--- src/rtl/tty_pkg.sv ---
// Shared types and constants for the teletype transmit scheduler.
package tty_pkg;

    localparam int CHAR_W       = 8;
    // 137.5 kHz system clock divides exactly to 110 baud
    localparam int SYS_CLK_HZ   = 137_500;
    localparam int BAUD_110_DIV = SYS_CLK_HZ / 110;

    typedef enum logic [2:0] {
        IDLE = 3'd0,
        LOAD = 3'd1,
        WAIT = 3'd2,
        CLR  = 3'd3,
        GAP  = 3'd4
    } tty_state_e;

endpackage

--- src/rtl/tty_rr_arb.sv ---
// Round-robin picker: first asserted request at or after ptr_i, wrapping at NREQ.
module tty_rr_arb #(
    parameter int NREQ  = 2,
    parameter int IDX_W = $clog2(NREQ)
) (
    input  logic [NREQ-1:0]  req_i,
    input  logic [IDX_W-1:0] ptr_i,
    output logic [IDX_W-1:0] grant_o,
    output logic             found_o
);

    // Scan from the farthest offset down so the nearest request wins last.
    always_comb begin
        grant_o = '0;
        found_o = 1'b0;
        for (int off = NREQ - 1; off >= 0; off--) begin
            if (req_i[(int'(ptr_i) + off) % NREQ]) begin
                grant_o = IDX_W'((int'(ptr_i) + off) % NREQ);
                found_o = 1'b1;
            end
        end
    end

endmodule

--- src/rtl/tty_tx_sched.sv ---
// Shares one teletype transmitter between NREQ sources; generates the shift clock.
// Build option: TTY_TX_SCHED_PRIO_EN gives requester 0 fixed top priority.
module tty_tx_sched
    import tty_pkg::*;
#(
    parameter int NREQ      = 2,
    parameter int BAUD_DIV  = BAUD_110_DIV,
    parameter int GAP_TICKS = 2,
    parameter int TMO_TICKS = 32
) (
    input  logic                 clk,
    input  logic                 rst_n,
    input  logic [NREQ-1:0]      req_valid,
    input  logic [CHAR_W*NREQ-1:0] req_data,
    output logic [NREQ-1:0]      req_ready,
    output logic                 tx_shift_clk,
    output logic                 tx_load,
    output logic [CHAR_W-1:0]    tx_data,
    input  logic                 tx_flag,
    output logic                 tx_flag_clr,
    output logic                 busy,
    output logic [2:0]           grant_id,
    output logic                 tmo_err
);

    localparam int IDX_W = $clog2(NREQ);
    localparam int BD_W  = $clog2(BAUD_DIV);
    localparam int TK_W  = $clog2(TMO_TICKS + 1);

    tty_state_e        state_q, state_d;
    logic [BD_W-1:0]   baud_q;
    logic [TK_W-1:0]   tick_q, tick_d;
    logic [IDX_W-1:0]  rr_q, rr_d;
    logic [IDX_W-1:0]  grant_q, grant_d;
    logic [CHAR_W-1:0] data_q, data_d;
    logic              tmo_q, tmo_d;

    logic [NREQ-1:0]   arb_req;
    logic [IDX_W-1:0]  arb_grant;
    logic              arb_found;
    logic [IDX_W-1:0]  pick;
    logic              pick_any;

`ifdef TTY_TX_SCHED_PRIO_EN
    assign arb_req  = req_valid & ~NREQ'(1);
    assign pick     = req_valid[0] ? '0 : arb_grant;
    assign pick_any = req_valid[0] | arb_found;
`else
    assign arb_req  = req_valid;
    assign pick     = arb_grant;
    assign pick_any = arb_found;
`endif

    tty_rr_arb #(
        .NREQ  (NREQ),
        .IDX_W (IDX_W)
    ) u_arb (
        .req_i   (arb_req),
        .ptr_i   (rr_q),
        .grant_o (arb_grant),
        .found_o (arb_found)
    );

    always_ff @(posedge clk or negedge rst_n) begin
        if (!rst_n) begin
            baud_q <= '0;
        end else if (baud_q == BD_W'(BAUD_DIV - 1)) begin
            baud_q <= '0;
        end else begin
            baud_q <= baud_q + BD_W'(1);
        end
    end

    assign tx_shift_clk = (baud_q == BD_W'(BAUD_DIV - 1));

    always_ff @(posedge clk or negedge rst_n) begin
        if (!rst_n) begin
            state_q <= IDLE;
            tick_q  <= '0;
            rr_q    <= '0;
            grant_q <= '0;
            data_q  <= '0;
            tmo_q   <= 1'b0;
        end else begin
            state_q <= state_d;
            tick_q  <= tick_d;
            rr_q    <= rr_d;
            grant_q <= grant_d;
            data_q  <= data_d;
            tmo_q   <= tmo_d;
        end
    end

    // Handshake: a requester holds req_valid/req_data until its one-clk req_ready;
    // requests are only sampled in IDLE, so dropping req_valid beforehand withdraws it.
    always_comb begin
        state_d = state_q;
        tick_d  = tick_q;
        rr_d    = rr_q;
        grant_d = grant_q;
        data_d  = data_q;
        tmo_d   = tmo_q;
        case (state_q)
            IDLE: begin
                if (pick_any) begin
                    grant_d = pick;
                    data_d  = req_data[int'(pick)*CHAR_W +: CHAR_W];
                    state_d = LOAD;
                end
            end
            LOAD: begin
                tick_d  = '0;
                state_d = WAIT;
`ifdef TTY_TX_SCHED_PRIO_EN
                if (grant_q != '0)
`endif
                rr_d = (grant_q == IDX_W'(NREQ - 1)) ? '0 : grant_q + IDX_W'(1);
            end
            WAIT: begin
                // Flag is checked first so a flag coinciding with timeout wins.
                if (tx_flag) begin
                    tmo_d   = 1'b0;
                    state_d = CLR;
                end else if (tx_shift_clk) begin
                    if (int'(tick_q) + 1 >= TMO_TICKS) begin
                        tmo_d   = 1'b1;
                        state_d = CLR;
                    end else begin
                        tick_d = tick_q + TK_W'(1);
                    end
                end
            end
            CLR: begin
                tick_d  = '0;
                state_d = (GAP_TICKS == 0) ? IDLE : GAP;
            end
            GAP: begin
                if (tx_shift_clk) begin
                    if (int'(tick_q) + 1 >= GAP_TICKS) begin
                        state_d = IDLE;
                    end else begin
                        tick_d = tick_q + TK_W'(1);
                    end
                end
            end
            default: state_d = IDLE;
        endcase
    end

    always_comb begin
        req_ready = '0;
        if (state_q == LOAD) begin
            req_ready[grant_q] = 1'b1;
        end
    end

    assign tx_load     = (state_q == LOAD);
    assign tx_flag_clr = (state_q == CLR);
    assign busy        = (state_q != IDLE);
    assign tx_data     = data_q;
    assign grant_id    = 3'(grant_q);
    assign tmo_err     = tmo_q;

endmodule
--- config.mk ---
export PLATFORM = sky130hd
export DESIGN_NAME = tty_tx_sched
export DESIGN_NICKNAME = d
export VERILOG_FILES = /design/src/rtl/tty_pkg.sv /design/src/rtl/tty_rr_arb.sv /design/src/rtl/tty_tx_sched.sv
export SDC_FILE = /design/constraint.sdc
export NUM_CORES = 1
export LEC_CHECK = 0
export BUFFER_PORTS_ARGS = -buffer_cell sky130_fd_sc_hd__buf_2
export CAP_MARGIN = 20
export CORE_UTILIZATION = 45
export CTS_CLUSTER_DIAMETER = 60
export CTS_CLUSTER_SIZE = 12
export DETAILED_ROUTE_END_ITERATION = 12
export PLACE_DENSITY = 0.66
export SLEW_MARGIN = 20
export SYNTH_ARGS = -nofsm -noshare
export SYNTH_HDL_FRONTEND = slang
export SYNTH_SLANG_ARGS = --single-unit
--- constraint.sdc ---
create_clock -name clk -period 2.24 [get_ports clk]
set_clock_uncertainty 0.05 [all_clocks]
set_input_delay 0 -clock clk [delete_from_list [all_inputs] [get_ports clk]]
set_output_delay 0 -clock clk [all_outputs]
set_load 0.01 [all_outputs]
==> results of run 1 <==
[worst max path at each step]
stage,startpoint,endpoint,slack (ns),depth (start not counted)
after floorplan,baud_q[1]$_DFF_PN0_,state_q[2]$_DFFE_PN0P_,0.28,8
after global placement,baud_q[1]$_DFF_PN0_,tick_q[1]$_DFFE_PN0P_,0.21,7
after detailed placement,baud_q[1]$_DFF_PN0_,tick_q[1]$_DFFE_PN0P_,0.15,7
after CTS,tick_q[0]$_DFFE_PN0P_,tick_q[1]$_DFFE_PN0P_,0.12,6
after global routing,baud_q[1]$_DFF_PN0_,tick_q[1]$_DFFE_PN0P_,0.02,7
final,baud_q[1]$_DFF_PN0_,tick_q[1]$_DFFE_PN0P_,0.15,7
[state kept, by name, indices dropped and copies added, names as in the netlist]
register  flops
grant_q       1
state_q       3
baud_q       11
tx_data       8
tmo_err       1
rr_q          1
tick_q        6
[cell type report]
cell class | count | area share [%]
clock buffers | 7 | 3.51
clock inverters | 1 | 0.230
repair buffers | 60 | 18.9
multi-input cells | 123 | 38.0
well taps | 46 | 2.65
flip-flops and latches | 31 | 35.7
inverters | 6 | 1.04
[cells by family after synthesis]
family / Yosys count / share of synthesized area (%)
multiplexers: 10 / 6.02
flip-flops: 31 / 46.6
other: 1 / 0.225
adder cells (fa/ha/maj): 3 / 2.26
AND/OR/NAND/NOR: 67 / 21.4
AO/OA/AOI/OAI: 32 / 14.1
XOR/XNOR: 9 / 4.74
buffers and inverters: 15 / 4.74
[metal layers]
| metal | vias up | wire length [µm] | GRT usage, % |
|---|---|---|---|
| met5 | - | 0 | 0 |
| met4 | 0 | 115 | 12.2 |
| met3 | 12 | 218 | 4.56 |
| met2 | 58 | 1730 | 33.3 |
| met1 | 693 | 1640 | 25.6 |
| li1 | 704 | - | - |
[critical path: stages (launching register included)]
cell and delay (ns):
dfrtp_1 0.41, inv_1 0.06, ha_1 0.12, or4bb_1 0.55, nor3_4 0.18, o21ai_1 0.10
o211ai_2 0.31, mux2i_1 0.23
[where the power goes]
part           internal (µW)  total [µW]  switching (µW)  leakage, µW
logic                    310         714             404     0.000592
clock network            218         418             201    0.0000422
registers                685         796             110     0.000398
total                   1210        1930             715      0.00103
[cells in the mapped netlist (2+ instances only)]
| library cell | n |
|---|---|
| dfrtp_1 | 31 |
| nand2_1 | 19 |
| nor2_1 | 15 |
| o21ai_0 | 11 |
| mux2i_1 | 10 |
| nand3_1 | 10 |
| inv_1 | 5 |
| xnor2_1 | 5 |
| and3_1 | 4 |
| xor2_1 | 4 |
| a31oi_1 | 3 |
| a41oi_1 | 3 |
| buf_2 | 3 |
| buf_4 | 3 |
| ha_1 | 3 |
| nand2b_1 | 3 |
| nor3_1 | 3 |
| clkbuf_1 | 2 |
| nor4_2 | 2 |
| o21a_1 | 2 |
| o21ai_1 | 2 |
[metrics by stage]
step	instance area, µm²	std cells	hold WS (ns)	utilization [%]	total power, µW
floorplan	1670	169	-0.346	-	1240
global placement	1870	245	0.0214	54.4	1430
detailed placement	1870	245	0.0288	54.4	1450
CTS	2150	273	0.275	62.6	1910
global route	2170	274	0.326	63.1	2060
finish	2170	274	0.250	63.1	1930
[repair_timing]
item / 4_1_cts / 5_1_grt
hold buffers: 20 / 0
endpoints found under the hold margin: 41 / 0
gates resized for setup: 0 / 2
setup endpoints to repair: 0 / 1
==> impl_results.md, run 1 <==
- First-pass GRT wire length: 6400 µm
- Drt first pass iters: 4
- Clk Latency, worst-skew pair: 0.28 ns
- CTS sink cnt: 31
- Commonest non-fill, non-tap cell in the layout: buf_2
- Setup ws final: 0.154 ns
- Pre-CTS WS: 0.147 ns
- Worst-path clk slew: 0.06 ns
- Grt total ovfl: 0
- Die X: 62.8 µm
- Worst EP arrival: 2.24 ns
- Root buffer cell: clkbuf_8
- Post-synth cell types: 46
- Placeable core region: 3440 µm²
- R2r worst-path depth: 7
- Fillers: 289
- Register area: 776 µm²
- Post-synthesis register bit count: 31
- Final worst path period share: 93.1%
- Post-synth ARST share: 100%
- Sequential area share after synthesis: 46.6%
- Tot GR Track Use: 20.8%
- Num CTS Buffers: 5
- Synth top area share: 46.6%
- Diode count: 0
- Post-Synthesis Cells: 168
- Pin count of the biggest net entering global routing: 32
- P per Cell Area: 888 nW/µm²
- Iteration-0 DRC Markers: 60
- I/O pin total: 39
- Most frequent cells in the layout: buf_2, dfrtp_1, dlygate4sd3_1, nand2_1, nor2_1
- Synthesized area: 1660 µm²
- Routed vias: 1467
- Startpoint Class: flop
- Max Cap Viol: 0
- Die height: 62.8 µm
- Top cell type by total area after synthesis: dfrtp_1
- ANT nets after route: 0
- Count of final setup violators: 0
- Die Area: 3950 µm²
- Post-synth EDFFs: 0
- DP HPWL: 2410 µm
- Tmin final: 2.09 ns
- Layout area overhead: 30.5%
- Share of cells above drive strength 1: 25.4%
- Top FF cell, synth: dfrtp_1
- RSZ-0062 raised after global routing: no
- Top cells by area, synth: dfrtp_1, mux2i_1, nand2_1
- Row count: 21
- Max Slew Vio Count: 0
- Crit Path Max Fanout: 6
- CTS max path bufs: 2
- Initial core utilization: 48.3%
- R2r endpoint: tick_q[1]$_DFFE_PN0P_
- Fin Setup TNS: 0 ns
- Leakage power: 0.00103 µW
- Mean routed wirelength per cell: 13.5 µm
- R2r setup slk: 0.15 ns
- Port Buffers: 36
- Final wirelength: 3700 µm
- Multi-input logic area: 825 µm²
- Final hold vios: 0
- HP Class: in2async
- Synth Warn #: 0
- DRC viols: 0
- Max Clock Freq: 479 MHz
- H-Tree Depth: 2
- RR Startpoint: baud_q[1]$_DFF_PN0_
- Worst Tran Pin Value: 0.679 ns
- CP Capture Type: flop
- Final layout net count: 251
- CTS tree: built
- Initial antenna violation count: 0
- Peak VDD IR: 728 µV
- Max-slew headroom: 54.7%
- Vias per Instance: 5.35
- GPL Wtd Cong: 0.789
- Vias in the first global route: 1467
- Post-CTS Setup Inserts: 0
- CP Class: reg2reg
- CP Data Required Time: 2.39 ns
- Outcome: finished, final reports clean
- Syn Area/Cell: 9.91 µm²
No activity file was read; power rests on OpenSTA's default activity.
==> run 2: changes to the inputs <==
--- a/config.mk
+++ b/config.mk
@@ -7,12 +7,12 @@
 export LEC_CHECK = 0
 export BUFFER_PORTS_ARGS = -buffer_cell sky130_fd_sc_hd__buf_2
 export CAP_MARGIN = 20
+export CORE_MARGIN = 2
 export CORE_UTILIZATION = 45
 export CTS_CLUSTER_DIAMETER = 60
 export CTS_CLUSTER_SIZE = 12
 export DETAILED_ROUTE_END_ITERATION = 12
 export PLACE_DENSITY = 0.66
-export SLEW_MARGIN = 20
 export SYNTH_ARGS = -nofsm -noshare
 export SYNTH_HDL_FRONTEND = slang
 export SYNTH_SLANG_ARGS = --single-unit
==> constraint.sdc (replaced) <==
create_clock -name clk -period 2.24 [get_ports clk]
set_clock_uncertainty 0.05 [all_clocks]
set_input_delay 0.448 -clock clk [delete_from_list [all_inputs] [get_ports clk]]
set_output_delay 0.448 -clock clk [all_outputs]
set_load 0.01 [all_outputs]
==> run 2 against run 1 <==
Total power rose by 0.26%. Fmax fell by 3.5%. Highest routed layer unchanged. Global-route usage fell by 1.8 points. Largest power group unchanged. Core utilization fell by 7.3 points. Flip-flop and latch count did not move. Setup slack got worse by 0.076 ns. Die area rose by 6.5%. First-iteration DRC count rose by 55%. Via count fell by 6.3%. Register-to-register slack got worse by 0.02 ns. Routed wire length fell by 4.5%. Critical path depth fell by 2.
==> impl_results.md, run 2 (same netlist as run 1, synthesis figures left out) <==
- Worst Tran Pin Value: 0.978 ns (+0.298 ns)
- Tmin final: 2.16 ns (+0.0763 ns)
- H-Tree Depth: 2 (unchanged)
- Root buffer cell: clkbuf_8
- Max reg flops: 11 (unchanged)
- Final worst path period share: 96.5% (+3.4 points)
- Dpl cells: 248 (+1.2%)
- Layout area overhead: 21.0%
- Die height: 64.8 µm (+3.2%)
- Worst-path clk slew: 0.07 ns (about the same)
- GPL Wtd Cong: 0.762 (-3.5%)
- Drt first pass iters: 4 (unchanged)
- Count of final setup violators: 0 (unchanged)
- Startpoint Class: flop
- I/O pin total: 39 (unchanged)
- Leakage power: 0.000967 µW (-6.3%)
- Most flop-heavy register: baud_q
- Share of cells above drive strength 1: 29.0% (+3.6 points)
- Pin count of the biggest net entering global routing: 32 (unchanged)
- Diode count: 0 (unchanged)
- Vias per Instance: 5.33 (-0.46%)
- CTS tree: built
- Num CTS Buffers: 5 (unchanged)
- HP Class: in2async
- CTS Hold Buffers Added: 0 (-100%)
- DRC viols: 0 (unchanged)
- DP HPWL: 2560 µm (+6.3%)
- CP Capture Type: output port
- CTS max path bufs: 2 (unchanged)
- Final wirelength: 3530 µm (-4.5%)
- Row count: 22 (+4.8%)
- Final layout net count: 233 (-7.2%)
- First-pass GRT wire length: 6140 µm (-4.0%)
- CP Class: reg2out
- Most frequent cells in the layout: buf_2, dfrtp_1, nand2_1, nor2_1, o21ai_0
- Worst EP arrival: 1.66 ns (-0.58 ns)
- Mean routed wirelength per cell: 13.7 µm (+1.4%)
- CTS sink cnt: 31 (unchanged)
- Max-slew headroom: 34.5% (-20 points)
- Peak VDD IR: 691 µV (-5.1%)
- Fin util: 55.8% (-7.3 points)
- Max Slew Vio Count: 0 (unchanged)
- P per Cell Area: 960 nW/µm² (+8.2%)
- Port Buffers: 36 (unchanged)
- ANT nets after route: 0 (unchanged)
- Die Area: 4200 µm² (+6.5%)
- Commonest non-fill, non-tap cell in the layout: buf_2
- Outcome: finished, final reports clean
- Fillers: 336 (+16%)
- Initial core utilization: 46.1% (-2.2 points)
- Vias in the first global route: 1460 (-0.48%)
- Placeable core region: 3610 µm² (+4.8%)
- Max Cap Viol: 0 (unchanged)
- Routed vias: 1375 (-6.3%)
- Clk Latency, worst-skew pair: 0.29 ns (about the same)
- Max Clock Freq: 462 MHz (-3.5%)
- Iteration-0 DRC Markers: 93 (+55%)
- CP Data Required Time: 1.74 ns (-0.65 ns)
- Tot GR Track Use: 18.9% (-1.8 points)
- Grt total ovfl: 0 (unchanged)
- Crit Path Max Fanout: 4 (-2)
- Initial antenna violation count: 0 (unchanged)
- Final std cells w/o fill: 258 (-5.8%)
- Die X: 64.8 µm (+3.2%)
- Final hold vios: 0 (unchanged)
[run 2: cell type report]
| cell class | count | area [µm²] | share of cell area, % |
|---|---|---|---|
| clock buffer | 8 | 100 | 4.97 |
| timing repair buffer | 42 | 231 | 11.5 |
| sequential | 31 | 776 | 38.5 |
| inverter | 6 | 22.5 | 1.12 |
| multi-input combinational | 123 | 823 | 40.9 |
| tap | 48 | 60.1 | 2.98 |
[run 2: final timing paths]
path	startpoint	endpoint	slack, ns	cells after the start
max	baud_q[1]$_DFF_PN0_	tx_shift_clk	0.08	5
max reg2reg	tick_q[0]$_DFFE_PN0P_	tick_q[1]$_DFFE_PN0P_	0.13	6
min reg2reg	tx_data[3]$_DFFE_PN0P_	tx_data[3]$_DFFE_PN0P_	0.43	2
min	rst_n	tick_q[0]$_DFFE_PN0P_	0.16	1
max in group asynchronous	rst_n	tx_data[7]$_DFFE_PN0P_	1.52	1
min in group clk	req_valid[0]	state_q[0]$_DFFE_PN0P_	0.39	2
[run 2: per-layer routing]
metal	up-vias	global-route usage (%)	wire length, µm
li1	669	-	-
met1	648	21.6	1550
met2	51	31.8	1700
met3	7	6.42	204
met4	0	8.78	73
met5	-	0	0
[run 2: critical path: stages (launching register included)]
cell	delay, ns
dfrtp_1	0.38
inv_1	0.06
ha_1	0.13
or4bb_4	0.48
nor3_4	0.19
buf_6	0.15
[run 2: report_power, final]
part,internal [µW],switching (µW)
Clock,280,207
Combinational,261,385
Sequential,686,113
Total,1230,706
[run 2: per-stage QoR]
step / TNS [ns] / hold WS (ns) / worst slack [ns] / total power [µW] / instance area, µm²
global route: -0.0123 / 0.211 / -0.0123 / 2080 / 2010
detailed placement: 0 / 0.419 / 0.0703 / 1460 / 1880
global placement: 0 / 0.411 / 0.182 / 1440 / 1880
finish: 0 / 0.156 / 0.0774 / 1930 / 2010
CTS: 0 / 0.187 / 0.0266 / 1950 / 2010
floorplan: 0 / 0.102 / 0.279 / 1240 / 1670
[run 2: what timing repair did]
action | in CTS | in global routing
endpoints found under the setup margin | 1 | 1
resized for setup | 3 | 0
setup buffers | 1 | 1
pin swaps | 2 | 1
